===== config.mk =====
export PLATFORM = sky130hd
export DESIGN_NAME = cp0_regfile_flat
export DESIGN_NICKNAME = d
export VERILOG_FILES = /design/src/rtl/cp0_regfile_if.sv /design/src/rtl/cp0_regfile.sv /design/src/flat_wrapper.sv
export SDC_FILE = /design/constraint.sdc
export NUM_CORES = 1
export LEC_CHECK = 0
export BUFFER_PORTS_ARGS = -buffer_cell sky130_fd_sc_hd__buf_2
export CAP_MARGIN = 10
export CELL_PAD_IN_SITES_DETAIL_PLACEMENT = 2
export CELL_PAD_IN_SITES_GLOBAL_PLACEMENT = 2
export CORE_AREA = 2 2 181 183
export DETAILED_ROUTE_END_ITERATION = 8
export DIE_AREA = 0 0 183 185
export GPL_TIMING_DRIVEN = 1
export PLACE_DENSITY_LB_ADDON = 0.1
export SLEW_MARGIN = 5
export SYNTH_ARGS = -nofsm -noshare
export SYNTH_HDL_FRONTEND = slang
export SYNTH_SLANG_ARGS = --single-unit

===== constraint.sdc =====
create_clock -name clk -period 6.7 [get_ports clk]
set_input_delay 2.01 -clock clk [delete_from_list [all_inputs] [get_ports clk]]
set_output_delay 2.01 -clock clk [all_outputs]
set_load 0.03 [all_outputs]

===== src/rtl/cp0_regfile_if.sv =====
// CP0 register file bus: MTC0/MFC0 access, exception/ERET commit and status outputs.
interface cp0_regfile_if;
  logic        we_i;
  logic [4:0]  waddr_i;
  logic [31:0] wdata_i;
  logic [4:0]  raddr_i;
  logic [31:0] rdata_o;
  logic [5:0]  int_i;
  logic        exc_valid_i;
  logic [4:0]  exc_code_i;
  logic [31:0] exc_pc_i;
  logic        exc_bd_i;
  logic [31:0] exc_badvaddr_i;
  logic        eret_i;
  logic [31:0] status_o;
  logic [31:0] cause_o;
  logic [31:0] epc_o;
  logic        timer_int_o;
  logic        int_req_o;

  modport master (
    output we_i, waddr_i, wdata_i, raddr_i, int_i,
    output exc_valid_i, exc_code_i, exc_pc_i, exc_bd_i, exc_badvaddr_i, eret_i,
    input  rdata_o, status_o, cause_o, epc_o, timer_int_o, int_req_o
  );

  modport slave (
    input  we_i, waddr_i, wdata_i, raddr_i, int_i,
    input  exc_valid_i, exc_code_i, exc_pc_i, exc_bd_i, exc_badvaddr_i, eret_i,
    output rdata_o, status_o, cause_o, epc_o, timer_int_o, int_req_o
  );
endinterface


===== src/rtl/cp0_regfile.sv =====
// MIPS-style CP0 subset: BadVAddr, Count/Compare timer, Status, Cause, EPC with
// exception/ERET sequencing and interrupt request generation.
module cp0_regfile (
  input  logic           clk,
  input  logic           rst,
  cp0_regfile_if.slave   bus
);
  localparam logic [4:0] REG_BADVADDR = 5'd8;
  localparam logic [4:0] REG_COUNT    = 5'd9;
  localparam logic [4:0] REG_COMPARE  = 5'd11;
  localparam logic [4:0] REG_STATUS   = 5'd12;
  localparam logic [4:0] REG_CAUSE    = 5'd13;
  localparam logic [4:0] REG_EPC      = 5'd14;
  localparam logic [4:0] EXC_ADEL     = 5'd4;
  localparam logic [4:0] EXC_ADES     = 5'd5;

  logic        tick_q, tick_d;
  logic [31:0] count_q, count_d;
  logic [31:0] compare_q, compare_d;
  logic [31:0] badvaddr_q, badvaddr_d;
  logic [31:0] epc_q, epc_d;
  logic        timer_q, timer_d;
  logic [7:0]  im_q, im_d;
  logic        exl_q, exl_d;
  logic        ie_q, ie_d;
  logic        bd_q, bd_d;
  logic [5:0]  ip_hw_q, ip_hw_d;
  logic [1:0]  ip_sw_q, ip_sw_d;
  logic [4:0]  exc_code_q, exc_code_d;

  logic        mtc0_ok;
  logic [31:0] status_w, cause_w;
  logic [7:0]  ip_w;

  // Exception and ERET own Status/Cause/EPC this cycle; MTC0 to them is dropped.
  assign mtc0_ok  = bus.we_i & ~bus.exc_valid_i & ~bus.eret_i;

  assign ip_w     = {ip_hw_q, ip_sw_q};
  assign status_w = {9'b0, 1'b1, 6'b0, im_q, 6'b0, exl_q, ie_q};
  assign cause_w  = {bd_q, 15'b0, ip_w, 1'b0, exc_code_q, 2'b0};

  always_comb begin
    tick_d     = ~tick_q;
    count_d    = tick_q ? count_q + 32'd1 : count_q;
    compare_d  = compare_q;
    timer_d    = timer_q;
    badvaddr_d = badvaddr_q;
    epc_d      = epc_q;
    im_d       = im_q;
    exl_d      = exl_q;
    ie_d       = ie_q;
    bd_d       = bd_q;
    ip_sw_d    = ip_sw_q;
    exc_code_d = exc_code_q;
    ip_hw_d    = {bus.int_i[5] | timer_q, bus.int_i[4:0]};

    if (bus.we_i && bus.waddr_i == REG_COUNT) count_d = bus.wdata_i;

    if (bus.we_i && bus.waddr_i == REG_COMPARE) begin
      compare_d = bus.wdata_i;
      timer_d   = 1'b0;
    end else if (count_q == compare_q && compare_q != 32'd0) begin
      timer_d = 1'b1;
    end

    if (bus.exc_valid_i) begin
      if (!exl_q) begin
        epc_d = bus.exc_bd_i ? bus.exc_pc_i - 32'd4 : bus.exc_pc_i;
        bd_d  = bus.exc_bd_i;
      end
      exl_d      = 1'b1;
      exc_code_d = bus.exc_code_i;
      if (bus.exc_code_i == EXC_ADEL || bus.exc_code_i == EXC_ADES)
        badvaddr_d = bus.exc_badvaddr_i;
    end else if (bus.eret_i) begin
      exl_d = 1'b0;
    end else if (mtc0_ok) begin
      case (bus.waddr_i)
        REG_STATUS: begin
          im_d  = bus.wdata_i[15:8];
          exl_d = bus.wdata_i[1];
          ie_d  = bus.wdata_i[0];
        end
        REG_CAUSE: ip_sw_d = bus.wdata_i[9:8];
        REG_EPC:   epc_d   = bus.wdata_i;
        default:   ;
      endcase
    end
  end

  // NOTE: state registers use non-blocking assignments so every flop samples pre-edge values.
  always_ff @(posedge clk or posedge rst) begin
    if (rst) begin
      tick_q     <= 1'b0;
      count_q    <= '0;
      compare_q  <= '0;
      badvaddr_q <= '0;
      epc_q      <= '0;
      timer_q    <= 1'b0;
      im_q       <= '0;
      exl_q      <= 1'b0;
      ie_q       <= 1'b0;
      bd_q       <= 1'b0;
      ip_hw_q    <= '0;
      ip_sw_q    <= '0;
      exc_code_q <= '0;
    end else begin
      tick_q     <= tick_d;
      count_q    <= count_d;
      compare_q  <= compare_d;
      badvaddr_q <= badvaddr_d;
      epc_q      <= epc_d;
      timer_q    <= timer_d;
      im_q       <= im_d;
      exl_q      <= exl_d;
      ie_q       <= ie_d;
      bd_q       <= bd_d;
      ip_hw_q    <= ip_hw_d;
      ip_sw_q    <= ip_sw_d;
      exc_code_q <= exc_code_d;
    end
  end

  always_comb begin
    case (bus.raddr_i)
      REG_BADVADDR: bus.rdata_o = badvaddr_q;
      REG_COUNT:    bus.rdata_o = count_q;
      REG_COMPARE:  bus.rdata_o = compare_q;
      REG_STATUS:   bus.rdata_o = status_w;
      REG_CAUSE:    bus.rdata_o = cause_w;
      REG_EPC:      bus.rdata_o = epc_q;
      default:      bus.rdata_o = '0;
    endcase
  end

  assign bus.status_o    = status_w;
  assign bus.cause_o     = cause_w;
  assign bus.epc_o       = epc_q;
  assign bus.timer_int_o = timer_q;
  assign bus.int_req_o   = ie_q & ~exl_q & (|(im_q & ip_w));
endmodule

===== src/flat_wrapper.sv =====
// flat-port wrapper written by rule: the top's interface ports become plain ports
module cp0_regfile_flat 
  (clk, rst, bus_we_i, bus_waddr_i, bus_wdata_i, bus_raddr_i, bus_int_i, bus_exc_valid_i, bus_exc_code_i, bus_exc_pc_i, bus_exc_bd_i, bus_exc_badvaddr_i, bus_eret_i, bus_rdata_o, bus_status_o, bus_cause_o, bus_epc_o, bus_timer_int_o, bus_int_req_o);
  cp0_regfile_if bus_i ();
  input  logic clk;
  input  logic rst;
  input wire logic [$bits(bus_i.we_i)-1:0] bus_we_i;
  input wire logic [$bits(bus_i.waddr_i)-1:0] bus_waddr_i;
  input wire logic [$bits(bus_i.wdata_i)-1:0] bus_wdata_i;
  input wire logic [$bits(bus_i.raddr_i)-1:0] bus_raddr_i;
  input wire logic [$bits(bus_i.int_i)-1:0] bus_int_i;
  input wire logic [$bits(bus_i.exc_valid_i)-1:0] bus_exc_valid_i;
  input wire logic [$bits(bus_i.exc_code_i)-1:0] bus_exc_code_i;
  input wire logic [$bits(bus_i.exc_pc_i)-1:0] bus_exc_pc_i;
  input wire logic [$bits(bus_i.exc_bd_i)-1:0] bus_exc_bd_i;
  input wire logic [$bits(bus_i.exc_badvaddr_i)-1:0] bus_exc_badvaddr_i;
  input wire logic [$bits(bus_i.eret_i)-1:0] bus_eret_i;
  output wire logic [$bits(bus_i.rdata_o)-1:0] bus_rdata_o;
  output wire logic [$bits(bus_i.status_o)-1:0] bus_status_o;
  output wire logic [$bits(bus_i.cause_o)-1:0] bus_cause_o;
  output wire logic [$bits(bus_i.epc_o)-1:0] bus_epc_o;
  output wire logic [$bits(bus_i.timer_int_o)-1:0] bus_timer_int_o;
  output wire logic [$bits(bus_i.int_req_o)-1:0] bus_int_req_o;
  assign bus_i.we_i = bus_we_i;
  assign bus_i.waddr_i = bus_waddr_i;
  assign bus_i.wdata_i = bus_wdata_i;
  assign bus_i.raddr_i = bus_raddr_i;
  assign bus_i.int_i = bus_int_i;
  assign bus_i.exc_valid_i = bus_exc_valid_i;
  assign bus_i.exc_code_i = bus_exc_code_i;
  assign bus_i.exc_pc_i = bus_exc_pc_i;
  assign bus_i.exc_bd_i = bus_exc_bd_i;
  assign bus_i.exc_badvaddr_i = bus_exc_badvaddr_i;
  assign bus_i.eret_i = bus_eret_i;
  assign bus_rdata_o = bus_i.rdata_o;
  assign bus_status_o = bus_i.status_o;
  assign bus_cause_o = bus_i.cause_o;
  assign bus_epc_o = bus_i.epc_o;
  assign bus_timer_int_o = bus_i.timer_int_o;
  assign bus_int_req_o = bus_i.int_req_o;
  cp0_regfile u_core (.clk(clk), .rst(rst), .bus(bus_i));
endmodule

# Yosys cells after proc, flatten, opt, wreduce, memory -nomap -nowiden
# Cells that the tools add are included.
[op_classes]
n_addsub = 2
reduce_logical = 18
muxes = 15
n_eq_ne = 16
bitwise = 10
[op_table]
columns = ["operator", "n"]
rows = [
  ["$mux 32", 8],
  ["$pmux 32 s6", 1],
  ["$eq 5x4->1 const B", 11],
  ["$add 32x1->32 const B", 1],
  ["$eq 32x32->1", 1],
  ["$reduce_bool 32->1", 1],
  ["$sub 32x3->32 const B", 1],
  ["$reduce_and 4->1", 3],
  ["$eq 5x3->1 const B", 2],
  ["$and 8x8->8", 1],
  ["$reduce_bool 2->1", 4],
  ["$reduce_or 8->1", 1],
  ["$mux 1", 6],
  ["$reduce_and 2->1", 3],
  ["$reduce_bool 3->1", 2],
  ["$and 1x1->1", 4],
  ["$ne 2x2->1 const B", 2],
  ["$not 1->1", 4],
  ["$logic_and 1x1->1", 3],
  ["$logic_or 1x1->1", 1],
  ["$or 1x1->1", 1],
]
[totals]
input_bits = 123
out_inout_bits = 130
wordCells = 74
reg_bits = 154

# Logic depth before layout (Yosys ltp)
[depth]
word_depth = 6
mapped_depth = 7
mapped_depth_nobuf = 7

# Worst setup path after synthesis
# No wires, ideal clock.
[synth_timing]
path_type = "input-to-output"
from = "input bus_raddr_i[1]"
to = "output bus_rdata_o[4]"
path_buffers = 1
slack_ps = 1280
t_arrival_ps = 3410
cell_stages = 5
required_time_ps = 4690
path_cell_list = "or3b_1 > nor3_1 > clkbuf_1 > a222oi_1 > nand2_1"
[synth_via]
elab_chain_cells = 2
word_cells_on_any_way = 7
classes_between = "eq/ne (6); mux (1)"
[synth_lines]
columns = ["element", "line_no", "text"]
rows = [
  ["start: declaration", "flat_wrapper.sv:10", "input wire logic [$bits(bus_i.raddr_i)-1:0] bus_raddr_i;"],
  ["$eq 5x4->1", "cp0_regfile.sv:125", "case (bus.raddr_i)"],
  ["$pmux 32 s6 *", "cp0_regfile.sv:125", ""],
  ["end: declaration", "flat_wrapper.sv:18", "output wire logic [$bits(bus_i.rdata_o)-1:0] bus_rdata_o;"],
]
# Every way passes the cells marked *; elsewhere a longest branch is shown, timed or not.

# Worst setup path in the final report
[layout_timing]
from = "input bus_raddr_i[4]"
to = "output bus_rdata_o[18]"
# The elaborated chain is that of the path after synthesis.

==> metrics.yaml <==
cells_and_area:
  antenna_cells: 0
  n_fill_cell: 3596
  fin_cells: 1472
  nets: 1177
  area_delta_synth_final_pct: 22.1
  utilization_pct: 33.5
  multiInputGateArea_um2: 4550
  final-seq-area_um2: 3850
  mostFrequentLayoutCell: "buf_2"
  final_cell_mix: "buf_2 (212), dfrtp_1 (154), a22oi_1 (64)"
  drive_above_1_share_pct: 30.2
sta:
  layout_min_cycle_time_ns: 5.63
  setup_viol: 0
  tightest_slew_ns: 1.03
  fin_tns_setup_ns: 0
  hold_viol_final: 0
  rsz0062_at_grt: "no"
  hold_ws_ns: 0.509
  layout_setup_ws_ns: 1.07
  skew_ns: 0.0104
  slew_headroom_pct: 30.7
  fin_crit_sh_pct: 84.0
  slew_violations: 0
  fmaxAchievable_mhz: 178
clock_tree:
  root_buffer: "clkbuf_16"
  cts_max_level: 4
  cts_tree: "yes"
  cts_setup_buffers: 0
  cts_buffers: 17
  cts_max_path_buffers: 2
  cts_sinks: 154
  clkLatencyLatePin_ns: 0.43
  post_cts_resized: 0
  path_clk_slew_ns: 0.06
  hold_buffers: 0
logic_synthesis:
  yosysSeqAreaShare_pct: 43.8
  synthArstFlopShare_pct: 100
  syn_inst: 864
  netlist_area_um2: 8790
  post_synth_num_cell_types: 61
  synth_edf_count: 0
  synth_flop_cell: "dfrtp_1"
  ys_warn_count: 0
  synth_area_per_cell_um2: 10.2
  ys_ff_latch: 154
worst_setup_path:
  worstPathRequired_ns: 4.69
  critPathCaptureType: "primary output"
  r2r_end: "u_core.count_q[31]"
  r2r-start: "u_core.count_q[13]"
  worstPathMaxFanout: 32
  reg2reg_depth: 5
  r2r_slack_ns: 4.26
  worstPathArrival_ns: 3.62
  path_class: "input pin to primary output"
  cp-start-kind: "input pin"
outcome:
  status: "finished clean"
flow_run:
  maxCapViolations: 0
floorplanning:
  coreArea_um2: 32000
  io_pins: 253
  dieHeight_um: 185
  die_area_um2: 33900
  start_util_pct: 27.4
  fp.dieW_um: 183
  fp-row-count: 66
grt:
  grt_pass1_vias: 8058
  overflow: 0
  top_usage_layer: "met2"
  antenna_found_initial: 2
  grtUsageTotal_pct: 21.6
  grt_start_max_net_pins: 103
  grt_use_met1_pct: 31.9
  grt_use_met2_pct: 34.0
  met3_usage_pct: 2.83
  grt_pass1_wl_mm: 53.6
placed_design:
  placed_cells: 1441
  pre_cts_slack_ns: 1.05
  hpwl_mm: 26.4
  gp_congestion: 0.762
  portBuffers: 212
detailed_routing:
  wl_mm: 35.9
  firstDrtPassIters: 5
  viasPerCell: 5.14
  drc: 0
  drt_iter0_markers: 439
  vias: 7561
  routedWlPerCell_um: 24.4
  drtAntennaViolNets: 0
min_path:
  hold_path_class: "flip-flop to flip-flop"
  hold_depth: 1
  hold_start: "u_core.badvaddr_q[23]"
  holdPathEnd: "u_core.badvaddr_q[23]"
power_and_ir_drop:
  vdd_drop_max_v: 0.000177
  p_per_area_nw_per_um2: 302
  power_leakage_nw: 4.80
-- synthesized netlist by cell type, types with 3 or more instances --
cell	count	area (um^2)
nor3_1	9	45.0
clkbuf_1	35	131
buf_4	43	323
a21oi_1	52	260
mux2_2	40	450
nand3_1	21	105
mux2i_1	9	90.1
a22oi_1	64	480
nand2_1	62	233
nor2b_1	3	18.8
and3_1	5	31.3
nor3_2	3	30.0
nor3b_1	18	135
buf_1	6	22.5
dfrtp_1	154	3850
nor4_4	3	63.8
a222oi_1	9	90.1
mux2_1	41	462
nor4b_4	3	71.3
inv_1	9	33.8
buf_2	12	60.1
nor4_1	12	75.1
nand4_1	26	163
or3_1	5	31.3
nor2_1	51	191
nand4_2	3	37.5
xor2_1	32	280
o21ai_0	5	25.0
nand3b_1	3	22.5
o21ai_1	30	150
xnor2_1	56	490
-- worst max-delay path, stage by stage --
cell and delay, ns:
buf_2 0.15, nand2b_1 0.21, nor3_2 0.16, buf_4 0.47
a22oi_1 0.26, nand2_1 0.12, buf_2 0.20
-- sequential cells by signal, indices dropped and copies added (netlist names), 2 cells and up --
register and flops:
u_core.badvaddr_q 32, u_core.bus.epc_o 32, u_core.compare_q 32, u_core.count_q 32
u_core.exc_code_q 5, u_core.im_q 8, u_core.ip_hw_q 6, u_core.ip_sw_q 2
-- metal layers --
layer / vias up / part of all wire, %
met5: - / 0
met4: 0 / 0.55
met3: 11 / 3.6
met2: 216 / 46
met1: 3910 / 50
li1: 3424 / -
-- report_power, final --
group / internal (mW) / total (mW) / switching (mW)
clock: 0.625 / 1.05 / 0.421
combinational: 0.315 / 0.773 / 0.458
sequential: 1.12 / 1.42 / 0.295
-- area by class of cell --
type | instances | area share (%)
Clock buffer | 21 | 4.10
Clock inverter | 10 | 1.56
Inverter | 9 | 0.361
Multi-Input combinational cell | 643 | 42.4
Sequential cell | 154 | 35.9
Tap cell | 408 | 4.76
Timing Repair Buffer | 227 | 10.9
-- worst max-delay path by stage --
| stage | startpoint | to | depth (start not counted) |
|---|---|---|---|
| 2_1_floorplan | rst | u_core.badvaddr_q[0] | 1 |
| 3_3_place_gp | bus_raddr_i[1] | bus_rdata_o[15] | 7 |
| 3_5_place_dp | bus_raddr_i[1] | bus_rdata_o[16] | 7 |
| 4_1_cts | bus_raddr_i[2] | bus_rdata_o[16] | 7 |
| 5_1_grt | bus_raddr_i[2] | bus_rdata_o[10] | 7 |
| 6_report | bus_raddr_i[4] | bus_rdata_o[18] | 7 |
-- stage by stage --
step / power (mW) / instance area (um^2)
after floorplan: 1.88 / 8930
after global placement: 2.20 / 10100
final: 3.24 / 10700
after global routing: 3.41 / 10700
after CTS: 3.28 / 10700
after detailed placement: 2.21 / 10100
-- cell families after synthesis --
logic type / synth area share (%)
buf+inv: 6.49
other cells: 0.0855
flops: 43.8
simple gates: 16.3
fa+ha+maj: 0.285
xor+xnor: 8.77
compound gates: 12.8
mux: 11.4
(Power assumes the default switching activity.)
